<file path="src/rtl/demux_lane_array.sv">
// demux_lane_array: NUM_IN independent 1:FANOUT demux lanes.
// Each lane spreads its valid words across FANOUT registered outputs, either
// round-robin over the enabled outputs or addressed by a per-lane select
// field. Undeliverable words are dropped and flagged with a one-cycle pulse.
module demux_lane_array #(
  parameter int DATA_WIDTH = 8,
  parameter int NUM_IN     = 2,
  parameter int FANOUT     = 2,
  parameter int SEL_W      = $clog2(FANOUT)
) (
  input  logic                               clk,
  input  logic                               reset,
  input  logic [NUM_IN*DATA_WIDTH-1:0]        dataIn,
  input  logic [NUM_IN-1:0]                   validIn,
  input  logic [NUM_IN*SEL_W-1:0]             selIn,
  input  logic                               mode,
  input  logic [NUM_IN*FANOUT-1:0]            outEnable,
  input  logic                               restart,
  output logic [NUM_IN*FANOUT*DATA_WIDTH-1:0] dataOut_cond,
  output logic [NUM_IN*FANOUT-1:0]            validOut_cond,
  output logic [NUM_IN-1:0]                   dropOut
);

  // One extra bit so pointer arithmetic and the FANOUT bound never alias,
  // which matters when FANOUT is a power of two.
  localparam int PW   = SEL_W + 1;
  localparam int NOUT = NUM_IN * FANOUT;

  logic [NUM_IN*SEL_W-1:0] ptr_r;
  logic [NUM_IN*SEL_W-1:0] ptrNext_s;
  logic [NOUT-1:0]         deliver_s;
  logic [NUM_IN-1:0]       drop_s;

  // Search upward from start (with wrap) for the first enabled output.
  // Returns {found, index}.
  function automatic logic [SEL_W:0] rrSearch(
    input logic [FANOUT-1:0] en,
    input logic [SEL_W-1:0]  start
  );
    logic             found;
    logic [SEL_W-1:0] tgt;
    logic [PW-1:0]    cand;
    found = 1'b0;
    tgt   = '0;
    for (int k = 0; k < FANOUT; k++) begin
      cand = {1'b0, start} + PW'(k);
      cand = (cand >= PW'(FANOUT)) ? (cand - PW'(FANOUT)) : cand;
      if (!found && en[cand[SEL_W-1:0]]) begin
        found = 1'b1;
        tgt   = cand[SEL_W-1:0];
      end else begin
        found = found;
      end
    end
    return {found, tgt};
  endfunction

  // Pointer successor; FANOUT-1 wraps to 0 so the counter never leaves range.
  function automatic logic [SEL_W-1:0] wrapInc(input logic [SEL_W-1:0] cur);
    logic [PW-1:0] inc;
    inc = {1'b0, cur} + PW'(1);
    return (inc >= PW'(FANOUT)) ? '0 : inc[SEL_W-1:0];
  endfunction

  // Per-lane dispatch decision: which output (if any) receives the word,
  // whether it is dropped, and the pointer for the next cycle.
  always_comb begin
    logic [FANOUT-1:0] laneEn;
    logic [SEL_W-1:0]  basePtr;
    logic [SEL_W:0]    search;
    logic [SEL_W-1:0]  sel;
    deliver_s = '0;
    drop_s    = '0;
    ptrNext_s = ptr_r;
    laneEn    = '0;
    basePtr   = '0;
    search    = '0;
    sel       = '0;
    for (int i = 0; i < NUM_IN; i++) begin
      laneEn  = outEnable[i*FANOUT +: FANOUT];
      // restart makes this edge dispatch as if every pointer were already 0
      basePtr = restart ? '0 : ptr_r[i*SEL_W +: SEL_W];
      search  = rrSearch(laneEn, basePtr);
      sel     = selIn[i*SEL_W +: SEL_W];
      ptrNext_s[i*SEL_W +: SEL_W] = basePtr;
      if (validIn[i]) begin
        if (!mode) begin
          if (search[SEL_W]) begin
            deliver_s[i*FANOUT + int'(search[SEL_W-1:0])] = 1'b1;
            ptrNext_s[i*SEL_W +: SEL_W] = wrapInc(search[SEL_W-1:0]);
          end else begin
            drop_s[i] = 1'b1;
          end
        end else begin
          // addressed mode never moves the pointer
          if (({1'b0, sel} < PW'(FANOUT)) && laneEn[sel]) begin
            deliver_s[i*FANOUT + int'(sel)] = 1'b1;
          end else begin
            drop_s[i] = 1'b1;
          end
        end
      end else begin
        drop_s[i] = 1'b0;
      end
    end
  end

  // Register pointers and outputs; data slices keep their last delivered word.
  always_ff @(posedge clk) begin
    if (!reset) begin
      ptr_r         <= '0;
      dataOut_cond  <= '0;
      validOut_cond <= '0;
      dropOut       <= '0;
    end else begin
      ptr_r         <= ptrNext_s;
      validOut_cond <= deliver_s;
      dropOut       <= drop_s;
      for (int k = 0; k < NOUT; k++) begin
        if (deliver_s[k]) begin
          dataOut_cond[k*DATA_WIDTH +: DATA_WIDTH] <=
            dataIn[(k/FANOUT)*DATA_WIDTH +: DATA_WIDTH];
        end
      end
    end
  end

endmodule

</file>
<file path="config.mk">
export PLATFORM = sky130hd
export DESIGN_NAME = demux_lane_array
export DESIGN_NICKNAME = d
export VERILOG_FILES = /design/src/rtl/demux_lane_array.sv
export SDC_FILE = /design/constraint.sdc
export NUM_CORES = 1
export LEC_CHECK = 0
export ABC_AREA = 1
export CORE_ASPECT_RATIO = 1.75
export CORE_MARGIN = 4
export CORE_UTILIZATION = 46
export DETAILED_ROUTE_END_ITERATION = 7
export HOLD_SLACK_MARGIN = 0.02
export PLACE_DENSITY = 0.89
export SLEW_MARGIN = 20
export SYNTH_ARGS = -nofsm -noshare
export SYNTH_HDL_FRONTEND = slang
export SYNTH_SLANG_ARGS = --single-unit
</file>
<file path="constraint.sdc">
create_clock -name clk -period 2 [get_ports clk]
set_clock_uncertainty 0.1 [all_clocks]
set_input_delay 0.4 -clock clk [delete_from_list [all_inputs] [get_ports clk]]
set_output_delay 0.4 -clock clk [all_outputs]
set_load 0.05 [all_outputs]
</file>
==> impl_metrics.yaml, run 1 <==
outcome:
  outcome: "completed"
cells_and_area:
  final_common_cell: "nand2_1"
  syn_to_final_growth_pct: 44.0
  layout_common_cells: "nand2_1, clkdlybuf4s50_1, nor2_1, dfxtp_1, inv_1"
  drive_gt1_share_pct: 12.9
  fill_cells: 287
  diodes: 0
  fin_nets: 330
  design_area_um2: 2430
drt:
  antenna_left: 0
  drt_pre_antenna_iters: 4
  viasPerCell: 4.82
  vias: 1676
  routed_wirelength_mm: 4.17
  initialDrtViolationCount: 30
  wl_per_cell_um: 12.0
  drc: 0
grt:
  grt_pass1_vias: 1619
  antenna_found_initial: 0
  grtUsageTotal_pct: 18.8
  grt_max_degree: 18
  grt_pass1_wl_mm: 6.60
  grt_overflow_total: 0
yosys:
  synthTopCellsByArea: "dfxtp_1, nand2_1, nor2_1, a21oi_1, nand3_1"
  synth_cells: 233
  synth-xor-area-share_pct: 0
  synth.cell_area_um2: 1690
  synth_top_cell_area_share_pct: 47.4
  syn_area_per_cell_um2: 7.25
  synth_adder_area_share_pct: 0
  synth-seq-cells: 40
  syn-num-nets: 261
  yosysWarnings: 0
  yosys.area.top_type: "dfxtp_1"
  synth_cell_type_count: 25
  synth_compound_area_share_pct: 7.19
  synthSimpleGateAreaFrac_pct: 36.3
  synth_top_family_by_area: "simple AND/OR/NAND/NOR gates"
  muxShareOfSynthArea_pct: 0
  ys_seq_area_share_pct: 47.4
critical_path:
  slowest_delay_ns: 0.81
  crit_path_end_kind: "primary output"
  cpMaxStageDelayCell: "clkdlybuf4s50_1"
  cp_cell_sequence: "clkdlybuf4s50_1"
  crit_fanout: 2
  path_class: "flop to primary output"
  cp_top_family: "buffers and inverters"
  worst_setup_path_start_kind: "flop"
  cp_data_required_time_ns: 1.50
  arrival_ns: 1.44
  path_buf_inv: 1
sta:
  tightest_slew_ns: 0.515
  final_hold_viol_count: 0
  rsz0062_at_grt: "false"
  relSlewSlack_pct: 65.6
  min_period_ns: 1.94
  report.final.slew_viol_count: 0
  fin_crit_sh_pct: 97.2
  setup_violations: 0
  max_freq_ghz: 0.514
  tns_ns: 0
power_and_ir_drop:
  powerDensity_nw_per_um2: 769
  seqPwrFrac_pct: 46.3
  intPower_w: 0.00129
  vdd_drop_max_mv: 0.552
  power_frac_clock_pct: 29.0
  switchingPower_w: 0.000577
  swShare_pct: 30.9
  comb_power_share_pct: 24.7
  p_leak_nw: 1.11
floorplan:
  rows: 28
  die_y_um: 88.2
  dieArea_um2: 4740
  fp.dieW_um: 53.8
  core_um2: 3470
  start_util_pct: 48.7
  pin_count: 66
cts:
  cts.htree.levels: 2
  path_clk_slew_ns: 0.07
  insertion_delay_ns: 0.28
  cts_sinks: 40
  hold_buffers: 0
  cts_made_buffers: 5
  cts_tree: "done"
  root_buffer: "clkbuf_8"
  cts_setup_buffers: 0
  clockBufferDepth: 2
  post_cts_resized: 0
placed_design:
  placed_area_um2: 2340
  place.gp.congestion: 0.895
  post-dp-hpwl_mm: 3.20
  port_buffers: 65
run:
  drv_cap: 0
hold_path:
  hold_class: "flop to flop"
## worst paths after layout
path | end | depth (start not counted) | startpoint | slack [ns]
setup / recovery | dataOut_cond[20] | 1 | dataOut_cond[20]$_SDFFE_PN0P_ | 0.06
hold / removal | dataOut_cond[0]$_SDFFE_PN0P_ | 2 | dataOut_cond[0]$_SDFFE_PN0P_ | 0.38
setup reg to reg | dataOut_cond[21]$_SDFFE_PN0P_ | 6 | ptr_r[1]$_SDFF_PN0_ | 0.74
hold reg to reg | dataOut_cond[0]$_SDFFE_PN0P_ | 2 | dataOut_cond[0]$_SDFFE_PN0P_ | 0.38
## power groups by stage
| stage | combinational [W] | sequential [W] | clock (W) |
|---|---|---|---|
| final | 0.000463 | 0.000865 | 0.000542 |
| after global routing | 0.000498 | 0.000870 | 0.000591 |
| after CTS | 0.000466 | 0.000866 | 0.000559 |
| after detailed placement | 0.000464 | 0.000884 | 0 |
| after global placement | 0.000455 | 0.000882 | 0 |
| after floorplan | 0.000139 | 0.00104 | 0 |
## area by class of cell
class,count,area [um2],share of cell area (%)
flip-flops and latches,40,801,32.9
inverters,24,90.1,3.70
repair buffers,71,661,27.2
multi-input cells,160,734,30.2
clock buffers,8,90.1,3.70
well taps,45,56.3,2.31
## cells by family (layout without fill, tap and decap cells)
family,after synthesis,in the layout
AND/OR/NAND/NOR,137,137
flip-flops,40,40
buffers and inverters,33,103
AO/OA/AOI/OAI,23,23
## cell usage after synthesis, drive strengths merged
cell / count
nand2: 66
nor2: 44
dfxtp: 40
inv: 24
a21oi: 21
nand3: 20
buf: 7
and3: 2
clkbuf: 2
nand4: 2
nand3b: 1
nor3: 1
o211ai: 1
o21ai: 1
or2: 1
## layer usage
layer	routed length, um	track usage (%)	up-vias	part of all wire [%]
met5	0	0	-	0
met4	129	10.9	0	3.1
met3	241	5.79	12	5.8
met2	2200	34.3	52	53
met1	1600	17.1	747	38
li1	-	-	865	-
## state kept, by name (all words and copies together) (netlist names)
register / count
dataOut_cond: 32
dropOut: 2
validOut_cond: 4
ptr_r: 2
## metrics by stage
step                      power (W)  worst slack [ns]  utilization [%]  hold WS [ns]  cells
after floorplan             0.00118             0.645                -         0.441    233
after global placement      0.00134            0.0712             67.5         0.361    340
after detailed placement    0.00135           0.00128             67.5         0.370    340
after CTS                   0.00189            0.0411             70.1         0.388    348
after global routing        0.00196           0.00802             70.1         0.401    348
final                       0.00187            0.0562             70.1         0.384    348
(Power assumes the default switching activity.)
==> run 2: changes to the inputs <==
--- a/config.mk
+++ b/config.mk
@@ -9,6 +9,7 @@
 export CORE_ASPECT_RATIO = 1.75
 export CORE_MARGIN = 4
 export CORE_UTILIZATION = 46
+export CTS_CLUSTER_DIAMETER = 150
 export DETAILED_ROUTE_END_ITERATION = 7
 export HOLD_SLACK_MARGIN = 0.02
 export PLACE_DENSITY = 0.89
==> constraint.sdc (replaced) <==
create_clock -name clk -period 2 [get_ports clk]
set_clock_uncertainty 0.1 [all_clocks]
set_input_delay 0.4 -clock clk [delete_from_list [all_inputs] [get_ports clk]]
set_output_delay 0.4 -clock clk [all_outputs]
set_load 0.02 [all_outputs]
==> impl_metrics.yaml, run 2 (same netlist as run 1, synthesis figures left out) <==
critical_path:
  worst_setup_path_start_kind: "flop"
  r2r-start: "ptr_r[1]$_SDFF_PN0_"
  arrival_ns: 1.25
  cp_data_required_time_ns: 1.50
  crit_fanout: 2
  path_class: "flop to primary output"
  cpMaxStageDelayCell: "clkdlybuf4s50_1"
  slowest_delay_ns: 0.62
  ff2ff_path_depth: 6
  reg2reg_to: "dataOut_cond[19]$_SDFFE_PN0P_"
  cp_top_family: "buffers and inverters"
  crit_path_end_kind: "primary output"
  path_buf_inv: 1
  cp_cell_sequence: "clkdlybuf4s50_1"
  r2r_setup_slack_ns: 0.73
hold_path:
  min_to: "dataOut_cond[6]$_SDFFE_PN0P_"
  min_from: "dataOut_cond[6]$_SDFFE_PN0P_"
  hold_class: "flop to flop"
  hold_depth: 2
floorplan:
  die_y_um: 88.2
  core_um2: 3470
  fp.dieW_um: 53.8
  pin_count: 66
  rows: 28
  start_util_pct: 48.7
  dieArea_um2: 4740
cts:
  cts_sinks: 40
  cts.htree.levels: 2
  post_cts_resized: 0
  path_clk_slew_ns: 0.07
  cts_tree: "done"
  cts_made_buffers: 5
  hold_buffers: 0
  clockBufferDepth: 2
  cts_setup_buffers: 0
  root_buffer: "clkbuf_8"
  insertion_delay_ns: 0.28
power_and_ir_drop:
  swShare_pct: 26.6
  comb_power_share_pct: 20.7
  p_leak_nw: 1.09
  seqPwrFrac_pct: 48.9
  power_frac_clock_pct: 30.4
  powerDensity_nw_per_um2: 718
  vdd_drop_max_mv: 0.523
  intPower_w: 0.00130
  switchingPower_w: 0.000470
sta:
  min_period_ns: 1.75
  setup_violations: 0
  final_hold_viol_count: 0
  fin_crit_sh_pct: 87.6
  tightest_slew_ns: 0.401
  tns_ns: 0
  relSlewSlack_pct: 73.3
  max_freq_ghz: 0.571
  report.final.slew_viol_count: 0
  rsz0062_at_grt: "false"
cells_and_area:
  drive_gt1_share_pct: 8.25
  fill_cells: 276
  largest_registers: "dataOut_cond x32, validOut_cond x4"
  stdcell_count: 348
  diodes: 0
  top_register: "dataOut_cond"
  final_common_cell: "clkdlybuf4s50_1"
  layout_common_cells: "clkdlybuf4s50_1, nand2_1, nor2_1, dfxtp_1, inv_1"
  largest_reg_flops: 32
  syn_to_final_growth_pct: 46.1
  fin_nets: 330
placed_design:
  place_inst: 340
  post-dp-hpwl_mm: 3.17
  port_buffers: 65
  place.gp.congestion: 0.873
drt:
  drt_pre_antenna_iters: 4
  routed_wirelength_mm: 4.05
  vias: 1662
  wl_per_cell_um: 11.6
  initialDrtViolationCount: 19
  viasPerCell: 4.78
  drc: 0
  antenna_left: 0
grt:
  grtUsageTotal_pct: 18.3
  antenna_found_initial: 0
  grt_pass1_wl_mm: 6.51
  grt_max_degree: 18
  grt_pass1_vias: 1576
  grt_overflow_total: 0
outcome:
  outcome: "completed"
run:
  drv_cap: 0
run 2: cell count changes in the layout (fill, tap and decap cells not counted), sizes merged:
cell           delta
buf              -14
clkdlybuf4s50    +14
run 2: metrics by stage:
| stage | util (%) | setup slack, ns | instance area [um2] | total power, W | hold WS (ns) |
|---|---|---|---|---|---|
| final | 71.1 | 0.248 | 2470 | 0.00177 | 0.382 |
| after global routing | 71.1 | 0.195 | 2470 | 0.00186 | 0.407 |
| after CTS | 71.1 | 0.229 | 2470 | 0.00179 | 0.387 |
| after detailed placement | 68.5 | -0.00793 | 2380 | 0.00125 | 0.372 |
| after global placement | 68.5 | 0.0758 | 2380 | 0.00124 | 0.360 |
| after floorplan | - | 0.651 | 1690 | 0.00108 | 0.441 |
run 2: final cells by class:
type / instances / area, um2 / share of cell area (%)
Clock buffer: 8 / 90.1 / 3.65
Inverter: 24 / 90.1 / 3.65
Multi-Input combinational cell: 160 / 734 / 29.8
Sequential cell: 40 / 801 / 32.5
Tap cell: 45 / 56.3 / 2.28
Timing Repair Buffer: 71 / 696 / 28.2
run 2: power by group through the flow:
stage	Combinational [W]	Clock, W	Sequential (W)
6_report	0.000367	0.000539	0.000865
5_1_grt	0.000403	0.000584	0.000869
4_1_cts	0.000370	0.000554	0.000866
3_5_place_dp	0.000369	0	0.000884
3_3_place_gp	0.000361	0	0.000881
2_1_floorplan	0.000139	0	0.000937
run 2: metal layers:
metal,share of wire (%),GRT usage [%]
met5,0,0
met4,1.4,8.37
met3,6.8,5.96
met2,55,33.9
met1,36,17.3
run 2: worst max-delay path by stage:
stage	startpoint	cells after the start	slack [ns]	to
6_report	dataOut_cond[14]$_SDFFE_PN0P_	1	0.25	dataOut_cond[14]
3_5_place_dp	outEnable[3]	8	-0.008	dataOut_cond[19]$_SDFFE_PN0P_
2_1_floorplan	restart	7	0.65	dataOut_cond[0]$_SDFFE_PN0P_
5_1_grt	dataOut_cond[1]$_SDFFE_PN0P_	1	0.20	dataOut_cond[1]
4_1_cts	dataOut_cond[14]$_SDFFE_PN0P_	1	0.23	dataOut_cond[14]
3_3_place_gp	mode	8	0.08	dataOut_cond[19]$_SDFFE_PN0P_
run 2: worst reg2reg max path, stage by stage, from the launching register on:
cell	delay (ns)
dfxtp_1	0.31
nand2_1	0.11
a21oi_2	0.09
nor2_4	0.33
nand2_1	0.11
nand2_1	0.08
nor2_1	0.05
==> run 3: changes to the inputs <==
--- a/config.mk
+++ b/config.mk
@@ -8,11 +8,13 @@
 export ABC_AREA = 1
 export CORE_ASPECT_RATIO = 1.75
 export CORE_MARGIN = 4
-export CORE_UTILIZATION = 46
+export CORE_UTILIZATION = 58
 export CTS_CLUSTER_DIAMETER = 150
 export DETAILED_ROUTE_END_ITERATION = 7
+export DONT_BUFFER_PORTS = 1
 export HOLD_SLACK_MARGIN = 0.02
-export PLACE_DENSITY = 0.89
+export PLACE_DENSITY = 0.79
+export REMOVE_ABC_BUFFERS = 1
 export SLEW_MARGIN = 20
 export SYNTH_ARGS = -nofsm -noshare
 export SYNTH_HDL_FRONTEND = slang
==> impl_metrics.yaml, run 3 (same netlist as run 1, synthesis figures left out) <==
outcome:
  outcome: "completed"
critical_path:
  cp-endpoint: "dataOut_cond[4]$_SDFFE_PN0P_"
  ff2ff_path_depth: 5
  crit_fanout: 17
  r2r-start: "ptr_r[0]$_SDFF_PN0_"
  critPathLaunch: "ptr_r[0]$_SDFF_PN0_"
  cp_data_required_time_ns: 2.07
  reg2reg_to: "dataOut_cond[4]$_SDFFE_PN0P_"
  r2r_setup_slack_ns: 0.57
  worst_setup_path_start_kind: "flop"
  path_class: "flop to flop"
  arrival_ns: 1.50
  crit_path_end_kind: "flop"
power_and_ir_drop:
  swShare_pct: 26.3
  power_frac_clock_pct: 33.2
  p_leak_nw: 0.823
  intPower_w: 0.00118
  seqPwrFrac_pct: 58.1
  vdd_drop_max_mv: 0.652
  comb_power_share_pct: 8.8
  powerDensity_nw_per_um2: 914
  switchingPower_w: 0.000420
drt:
  routed_wirelength_mm: 3.36
  vias: 1362
  wl_per_cell_um: 13.0
  viasPerCell: 5.26
  initialDrtViolationCount: 24
  drc: 0
  drt_pre_antenna_iters: 5
  antenna_left: 0
cells_and_area:
  final_common_cell: "nand2_1"
  design_area_um2: 1750
  largest_reg_flops: 32
  largest_registers: "dataOut_cond x32, validOut_cond x4"
  drive_gt1_share_pct: 8.19
  fin_nets: 259
  top_register: "dataOut_cond"
  diodes: 0
  layout_common_cells: "nand2_1, nor2_1, dfxtp_1"
  syn_to_final_growth_pct: 3.56
sta:
  tns_ns: 0
  setup_violations: 0
  rsz0062_at_grt: "false"
  tightest_slew_ns: 0.583
  max_freq_ghz: 0.701
  report.final.slew_viol_count: 0
  final_hold_viol_count: 0
  fin_crit_sh_pct: 71.3
  relSlewSlack_pct: 61.0
  min_period_ns: 1.43
floorplan:
  pin_count: 66
  core_um2: 2750
  fp.dieW_um: 48.8
  rows: 25
  dieArea_um2: 3870
  start_util_pct: 61.4
  die_y_um: 79.4
grt:
  grtUsageTotal_pct: 19.7
  grt_pass1_wl_mm: 6.09
  grt_pass1_vias: 1427
  grt_overflow_total: 0
  antenna_found_initial: 0
  grt_max_degree: 30
cts:
  cts_setup_buffers: 0
  cts.htree.levels: 2
  insertion_delay_ns: 0.28
  clockBufferDepth: 2
  post_cts_resized: 0
  cts_made_buffers: 5
  cts_sinks: 40
  cts_tree: "done"
  root_buffer: "clkbuf_8"
  path_clk_slew_ns: 0.07
  hold_buffers: 0
run:
  drv_cap: 0
hold_path:
  min_from: "reset"
  hold_class: "input pin to flop"
placed_design:
  place.gp.congestion: 0.815
  placed_area_um2: 1660
  post-dp-hpwl_mm: 2.58
  port_buffers: 0
==> run 3: cell count changes in the layout (fill, tap and decap cells not counted), sizes merged <==
cell           change
clkdlybuf4s50     -65
buf                -6
==> run 3: per-layer routing <==
| layer | GRT usage, % | vias up | share of wire (%) |
|---|---|---|---|
| met5 | 0 | - | 0 |
| met1 | 18.8 | 591 | 36 |
| met4 | 9.70 | 0 | 2.3 |
| li1 | - | 714 | - |
| met3 | 7.48 | 7 | 9.4 |
| met2 | 35.9 | 50 | 52 |
==> run 3: worst max-delay path, cell delays in order, from the launching register on <==
cell,delay [ns]
dfxtp_1,0.31
nand2_1,0.06
nand2_1,0.08
nand3_1,0.41
a21oi_1,0.29
nor2_1,0.06
==> run 3: how the worst min path moves through the flow <==
stage / endpoint / slack (ns) / cells past startpoint
floorplan: dataOut_cond[16]$_SDFFE_PN0P_ / 0.42 / 2
global placement: dataOut_cond[23]$_SDFFE_PN0P_ / 0.42 / 2
detailed placement: dataOut_cond[23]$_SDFFE_PN0P_ / 0.43 / 2
CTS: dataOut_cond[23]$_SDFFE_PN0P_ / 0.11 / 2
global route: dataOut_cond[0]$_SDFFE_PN0P_ / 0.11 / 2
finish: dataOut_cond[23]$_SDFFE_PN0P_ / 0.13 / 2
==> run 3: per-stage QoR <==
stage / util, % / instances / hold WS [ns] / setup slack (ns) / total power, W
3_3_place_gp: 60.3 / 251 / 0.425 / 0.431 / 0.00109
3_5_place_dp: 60.3 / 251 / 0.426 / 0.425 / 0.00109
4_1_cts: 63.5 / 259 / 0.114 / 0.569 / 0.00162
2_1_floorplan: - / 224 / 0.420 / 0.616 / 0.00106
5_1_grt: 63.5 / 259 / 0.111 / 0.307 / 0.00168
6_report: 63.5 / 259 / 0.126 / 0.574 / 0.00160
==> run 3: power groups by stage <==
| stage | logic [W] | clock network, W | registers (W) |
|---|---|---|---|
| 6_report | 0.000140 | 0.000530 | 0.000928 |
| 5_1_grt | 0.000171 | 0.000581 | 0.000933 |
| 4_1_cts | 0.000143 | 0.000552 | 0.000930 |
| 3_5_place_dp | 0.000143 | 0 | 0.000948 |
| 3_3_place_gp | 0.000138 | 0 | 0.000947 |
| 2_1_floorplan | 0.000122 | 0 | 0.000937 |
==> run 3: area by class of cell <==
cell class              count  area, um2
inverters                  24       90.1
multi-input cells         160        734
fillers                   260       1000
flip-flops and latches     40        801
well taps                  27       33.8
clock buffers               8       90.1
